--- config.mk ---
export PLATFORM = sky130hd
export DESIGN_NAME = stream_mux_rr
export DESIGN_NICKNAME = d
export VERILOG_FILES = /design/src/rtl/stream_mux_rr.sv
export SDC_FILE = /design/constraint.sdc
export NUM_CORES = 1
export LEC_CHECK = 0
export CAP_MARGIN = 5
export CORE_MARGIN = 10
export CORE_UTILIZATION = 38
export DETAILED_ROUTE_END_ITERATION = 6
export GPL_TIMING_DRIVEN = 0
export PLACE_DENSITY = 0.86
export SLEW_MARGIN = 20
export SYNTH_ARGS = -nofsm -noshare
export SYNTH_HDL_FRONTEND = slang
export SYNTH_SLANG_ARGS = --single-unit
--- constraint.sdc ---
create_clock -name clk -period 2.2 [get_ports clk]
set_input_delay 0.44 -clock clk [delete_from_list [all_inputs] [get_ports clk]]
set_output_delay 0.44 -clock clk [all_outputs]
set_load 0.02 [all_outputs]
--- src/rtl/stream_mux_rr.sv ---
// N-channel valid/ready stream multiplexer with round-robin or fixed-select arbitration
// and a single registered output beat.
module stream_mux_rr #(
    parameter int unsigned WIDTH = 8,
    parameter int unsigned N     = 4,
    parameter int unsigned SELW  = 2
) (
    input  logic                 clk,
    input  logic                 rst,
    input  logic [N*WIDTH-1:0]   in_data,
    input  logic [N-1:0]         in_valid,
    output logic [N-1:0]         in_ready,
    input  logic                 mode,
    input  logic [SELW-1:0]      sel,
    output logic [WIDTH-1:0]     out_data,
    output logic [SELW-1:0]      out_chan,
    output logic                 out_valid,
    input  logic                 out_ready
);

    localparam logic [SELW-1:0] LastChan = SELW'(N - 1);

    logic [WIDTH-1:0] data_q, data_d;
    logic [SELW-1:0]  chan_q, chan_d;
    logic             valid_q, valid_d;
    logic [SELW-1:0]  ptr_q, ptr_d;

    logic             load_en;
    logic [N-1:0]     grant;
    logic             grant_any;
    logic [SELW-1:0]  grant_idx;
    logic [WIDTH-1:0] grant_data;

    assign load_en = !valid_q || out_ready;

    // Round-robin: first pass covers ptr..N-1, second pass wraps to 0..ptr-1.
    always_comb begin
        grant     = '0;
        grant_any = 1'b0;
        grant_idx = '0;
        if (mode) begin
            for (int unsigned i = 0; i < N; i++) begin
                if (sel == SELW'(i) && in_valid[i]) begin
                    grant[i]  = 1'b1;
                    grant_any = 1'b1;
                    grant_idx = SELW'(i);
                end
            end
        end else begin
            for (int unsigned i = 0; i < N; i++) begin
                if (!grant_any && SELW'(i) >= ptr_q && in_valid[i]) begin
                    grant[i]  = 1'b1;
                    grant_any = 1'b1;
                    grant_idx = SELW'(i);
                end
            end
            for (int unsigned i = 0; i < N; i++) begin
                if (!grant_any && in_valid[i]) begin
                    grant[i]  = 1'b1;
                    grant_any = 1'b1;
                    grant_idx = SELW'(i);
                end
            end
        end
    end

    always_comb begin
        grant_data = '0;
        for (int unsigned i = 0; i < N; i++) begin
            if (grant[i]) begin
                grant_data = in_data[i*WIDTH +: WIDTH];
            end
        end
    end

    assign in_ready = load_en ? grant : '0;

    always_comb begin
        data_d  = data_q;
        chan_d  = chan_q;
        valid_d = valid_q;
        ptr_d   = ptr_q;
        if (load_en) begin
            if (grant_any) begin
                data_d  = grant_data;
                chan_d  = grant_idx;
                valid_d = 1'b1;
                if (!mode) begin
                    ptr_d = (grant_idx == LastChan) ? '0 : grant_idx + 1'b1;
                end
            end else begin
                valid_d = 1'b0;
            end
        end
    end

    always_ff @(posedge clk) begin
        if (rst) begin
            data_q  <= '0;
            chan_q  <= '0;
            valid_q <= 1'b0;
            ptr_q   <= '0;
        end else begin
            data_q  <= data_d;
            chan_q  <= chan_d;
            valid_q <= valid_d;
            ptr_q   <= ptr_d;
        end
    end

    assign out_data  = data_q;
    assign out_chan  = chan_q;
    assign out_valid = valid_q;

endmodule

==> metrics.txt, run 1 <==
class of the worst hold path reg2reg; hold-fix buffers at CTS 0; Final setup viols 0; Layout Utilization 0.634; f_max 468 MHz; Rows 18; WL final 4.14 mm; Placeable Area 2520 um^2; register area 262 um^2; worst vdd ir 0.000459 V; worst slack, placed -0.918 ns; relative slew slack 0.575; most frequent cell after synthesis nor2_1; via count 1334; nets@finish 236; Worst setup EP type primary output; vias in the first global route 1419; latest clock arrival within the worst-skew pair 0.29 ns; layout cells sized above 1 0.155; GRT Total Usage 0.159; Static Leak 0.608 nW; async set-reset flop share out of synthesis 0; Final GP Congestion 0.832; Mapped Cells 137; ANT nets after route 0; max cap viols 0; CP max-delay cell a311o_2; Critical Path RT 1.76 ns; Max Fanout on Critical Path 6; Inserted Clock Buffers 3; grt total ovfl 0; Pwr Total 0.801 mW; Buffers on Ports 52; Synth top area share 0.257; Top FF cell, synth dfxtp_1; io pins 57; global-route wire length before repair 6.84 mm; Syn Nets 179; Starting Density 0.402; DRT iter0 DRCs 124; die height 71.6 um; startpoint types input pin; final hold vios 0; H-tree depth 1; sequential area share after synthesis 0.257; TritonCTS clock tree done; Synth Warn # 0; PwrDens 500 nW/um^2; crit share post-route 0.970; initial antenna violation count 0; Post-synth top cells nor2_1 (19), nand2_1 (15), dfxtp_1 (13); post-DR vias/cell 5.98; CP Class in2out; worst slew pin tran 0.634 ns; Filler cells 235; WL per Instance 18.5 um; Die ar. 5130 um^2; R2R Setup Slk 0.44 ns; number of synthesized flops with an enable pin 0; Tmin final 2.14 ns; outcome completed; 1st-pass router iterations 4; worst path cell trace clkdlybuf4s15_1 -> nand2b_1 -> a21o_1 -> a311o_2 -> nand3_1 -> nor2_1 -> buf_4; die width 71.6 um; Final Max Slew Viols 0; footprint of the multi-input gates 684 um^2; placed standard-cell area 1570 um^2; final worst slack 0.0649 ns; pin count of the biggest net entering global routing 11; Cell variety after synth 37; Arr. time, crit path 1.70 ns; CTS max path bufs 2; Clk pin slew, worst setup/hold paths 0.07 ns; Final Cell Area 1600 um^2; register bit total from synthesis 13; CTS Sinks 13; RSZ-0062 raised after global routing no; Clock Tree Root clkbuf_4; Synth area leaders dfxtp_1 (26%), nor2_1 (7.0%), a221oi_1 (6.9%); Max Clock Skew 0.0128 ns; DRC 0; largest stage delay on the critical path 0.34 ns; Final Hold Slack 0.464 ns; antenna cells 0; area delta synth->final 57.9%; synthesized area per cell 7.40 um^2; synthesized area 1010 um^2; Detail Placement HPWL 3.23 mm; leading area contributor after synthesis dfxtp_1
==> per-layer routing <==
metal | routed length [um] | global-route usage | share of wire
met1 | 1590 | 0.173 | 0.39
met2 | 2110 | 0.279 | 0.51
met3 | 261 | 0.0317 | 0.063
met4 | 170 | 0.0925 | 0.041
met5 | 0 | 0 | 0
==> report_power, final <==
part,leakage [nW],internal (mW),total [mW],switching (mW)
Combinational,0.485,0.182,0.366,0.184
Sequential,0.108,0.263,0.281,0.0188
Clock,0.0150,0.0704,0.154,0.0832
Total,0.608,0.515,0.801,0.286
==> sequential cells by signal, indices dropped and copies added, names as in the netlist <==
| signal | cells |
|---|---|
| out_chan | 2 |
| ptr_q | 2 |
| out_valid | 1 |
| out_data | 8 |
==> final cells by class <==
class / count / area share
Timing Repair Buffer: 55 / 0.324
Sequential cell: 13 / 0.163
Inverter: 5 / 0.0117
Clock buffer: 4 / 0.0164
Multi-Input combinational cell: 108 / 0.428
Buffer: 8 / 0.0328
Tap cell: 30 / 0.0235
==> path summary, 6_finish.rpt <==
path | cells past startpoint | startpoint | endpoint
worst max-delay path | 7 | in_valid[0] | in_ready[0]
worst min-delay path | 2 | out_chan[0] | out_chan[0]
worst max register to register | 6 | ptr_q[0] | out_data[0]
worst min register to register | 2 | out_chan[0] | out_chan[0]
==> cell families (layout without fill, tap and decap cells) <==
| family | after synthesis | in the layout | synth area share |
|---|---|---|---|
| flops | 13 | 13 | 0.257 |
| compound gates | 44 | 44 | 0.338 |
| buf+inv | 16 | 72 | 0.0778 |
| simple gates | 62 | 62 | 0.306 |
| mux | 2 | 2 | 0.0210 |
==> cells in the final DEF (no fill, tap or decap), types with 2 or more instances in the layout <==
master / netlist / layout
clkbuf_4: 0 / 3
nor2_1: 19 / 17
nand2_1: 15 / 15
a211oi_1: 2 / 2
a311oi_1: 8 / 8
nand3_1: 2 / 2
a221oi_1: 8 / 8
nor2_2: 0 / 2
clkbuf_2: 0 / 3
clkbuf_1: 6 / 3
dfxtp_1: 13 / 12
buf_4: 0 / 5
o21ai_0: 7 / 7
nand2b_1: 3 / 3
nor2b_1: 5 / 4
nor3b_1: 3 / 3
or2_2: 2 / 2
buf_6: 2 / 2
o21bai_1: 2 / 2
a21oi_1: 4 / 4
clkdlybuf4s50_1: 0 / 45
inv_1: 5 / 5
a31oi_1: 3 / 3
buf_2: 3 / 4
nand4_1: 8 / 8
==> what timing repair did <==
action / in CTS / in global routing
pin swaps: 2 / 1
resized for setup: 23 / 10
setup buffers: 3 / 0
endpoints found under the setup margin: 12 / 6
==> through the flow <==
stage	instances	TNS, ns
after floorplan	137	0
after global placement	219	-5.83
after detailed placement	219	-6.79
after CTS	224	0
after global routing	223	0
final	223	0
==> worst max-delay path: cells and delay by family <==
kind / cells / cell delay [ns]
AO/OA/AOI/OAI: 2 / 0.55
AND/OR/NAND/NOR: 3 / 0.23
buffers and inverters: 2 / 0.47
Note: power is estimated with default switching activity, not from simulation.
==> run 2: changes to the inputs <==
--- a/config.mk
+++ b/config.mk
@@ -10,7 +10,8 @@
 export CORE_UTILIZATION = 38
 export DETAILED_ROUTE_END_ITERATION = 6
 export GPL_TIMING_DRIVEN = 0
-export PLACE_DENSITY = 0.86
+export PLACE_DENSITY = 0.8
+export RECOVER_POWER = 25
 export SLEW_MARGIN = 20
 export SYNTH_ARGS = -nofsm -noshare
 export SYNTH_HDL_FRONTEND = slang
==> run 2 against run 1 <==
  * Combinational power barely moved
  * Maximum frequency grew 0.68%
  * Register-to-register slack lost 0.03 ns
  * Wire length grew 0.73%
  * Global-route usage down 0.20 points
  * Critical endpoint unchanged
  * Largest power group unchanged
==> metrics.txt, run 2 (synthesized netlist as in run 1, its figures left out) <==
latest clock arrival within the worst-skew pair 0.29 ns (about the same); start point of the worst hold path out_chan[1]; io pins 57 (unchanged); Largest register FFs 8 (unchanged); crit share post-route 0.964 (-0.00655); Static Leak 0.628 nW (+3.3%); Hold Crit Depth 2 (unchanged); Max Clock Skew 0.00427 ns (-0.00849 ns); RSZ-0062 raised after global routing no; pin count of the biggest net entering global routing 11 (unchanged); commonest non-fill, non-tap cell in the layout clkdlybuf4s50_1; global-route wire length before repair 6.74 mm (-1.5%); Reg-to-Reg End out_data[7]; Buffers on Ports 52 (unchanged); worst vdd ir 0.000363 V (-21%); Placeable Area 2520 um^2 (unchanged); R2R depth 5 (-1); Detail Placement HPWL 3.17 mm (-1.9%); worst slew pin tran 0.727 ns (+0.0929 ns); initial antenna violation count 0 (unchanged); Layout Utilization 0.639 (+0.00496); max cap viols 0 (unchanged); worst path cell trace nand2b_4 -> a21o_1 -> a311o_2 -> nand3_2 -> nor2_2 -> buf_6; Hold Crit Endpoint out_chan[1]; area delta synth->final 59.1%; nets@finish 237 (+0.42%); Final setup viols 0 (unchanged); Final GP Congestion 0.878 (+5.6%); startpoint types flop; Tmin final 2.12 ns (-0.0144 ns); PwrDens 497 nW/um^2 (-0.69%); antenna cells 0 (unchanged); via count 1295 (-2.9%); final hold vios 0 (unchanged); Die ar. 5130 um^2 (unchanged); most frequent cells in the layout clkdlybuf4s50_1 (40), nor2_1 (17), nand2_1 (15); Max Fanout on Critical Path 6 (unchanged); Inserted Clock Buffers 3 (unchanged); CP max-delay cell a311o_2; TritonCTS clock tree done; GRT Total Usage 0.157 (-0.00204); Worst setup EP type primary output; CP Class reg2out; Arr. time, crit path 1.68 ns (-0.02 ns); post-DR vias/cell 5.78 (-3.4%); 1st-pass router iterations 4 (unchanged); outcome completed; WL final 4.17 mm (+0.73%); grt total ovfl 0 (unchanged); Clock Tree Root clkbuf_4; CTS max path bufs 2 (unchanged); reg2reg start out_valid; DRT iter0 DRCs 96 (-23%); f_max 472 MHz (+0.68%); relative slew slack 0.514 (-0.0609); largest stage delay on the critical path 0.39 ns (+0.05 ns); DRC 0 (unchanged); Pwr Total 0.801 mW (about the same); die height 71.6 um (unchanged); Clk pin slew, worst setup/hold paths 0.08 ns (about the same); Critical Path RT 1.76 ns (about the same); CTS Sinks 13 (unchanged); vias in the first global route 1299 (-8.5%); layout cells sized above 1 0.175 (+0.0198); Rows 18 (unchanged); R2R Setup Slk 0.41 ns (-0.03 ns); die width 71.6 um (unchanged); H-tree depth 1 (unchanged); Final Max Slew Viols 0 (unchanged); ANT nets after route 0 (unchanged); WL per Instance 18.6 um (+0.28%); Starting Density 0.402 (unchanged); class of the worst hold path reg2reg
[run 2: worst max-delay path by stage]
stage / start / slack (ns) / end / cells after the start
2_1_floorplan: mode / 0.12 / in_ready[3] / 6
3_3_place_gp: in_valid[3] / -0.89 / in_ready[1] / 6
3_5_place_dp: in_valid[3] / -0.94 / in_ready[1] / 6
4_1_cts: ptr_q[1] / 0.004 / in_ready[0] / 7
5_1_grt: ptr_q[1] / 0.008 / in_ready[0] / 6
6_report: ptr_q[1] / 0.08 / in_ready[0] / 6
[run 2: metrics by stage]
| stage | hold WS [ns] | cells | area, um^2 | TNS [ns] | setup slack, ns |
|---|---|---|---|---|---|
| 3_3_place_gp | 0.446 | 219 | 1570 | -5.86 | -0.892 |
| 5_1_grt | 0.514 | 224 | 1610 | 0 | 0.00755 |
| 3_5_place_dp | 0.453 | 219 | 1570 | -6.56 | -0.937 |
| 4_1_cts | 0.464 | 224 | 1610 | 0 | 0.00399 |
| 2_1_floorplan | 0.512 | 137 | 1010 | 0 | 0.122 |
| 6_report | 0.462 | 224 | 1610 | 0 | 0.0794 |
[run 2: critical path: cells and delay by family, from the launching register on]
family	cells	cell delay (ns)
DFF	1	0.37
and+or+nand+nor	3	0.27
AOI/OAI and AO/OA	2	0.60
buffers and inverters	1	0.15
[run 2: layout make-up]
class,count,area (um^2)
Sequential cell,13,265
Timing Repair Buffer,56,526
Inverter,5,18.8
Clock buffer,4,26.3
Fill cell,245,910
Buffer,8,52.6
Tap cell,30,37.5
Multi-Input combinational cell,108,687
[run 2: per-layer routing]
layer	global-route usage	vias to the layer above	wire length (um)
met5	0	-	0
met4	0.0559	0	57
met3	0.0331	7	268
met2	0.270	40	2120
met1	0.187	611	1720
li1	-	637	-
[run 2: what timing repair did]
action / in CTS / in global routing
endpoints found under the setup margin: 11 / 3
pin swaps: 3 / 4
gates resized for setup: 26 / 13
hold buffers: 0 / 0
cloned: 0 / 0
endpoints found under the hold margin: 0 / 0
setup buffers: 3 / 1
[run 2: where the power goes]
group          switching [mW]  internal, mW
Sequential             0.0168         0.263
Clock                  0.0860        0.0706
Combinational           0.184         0.181
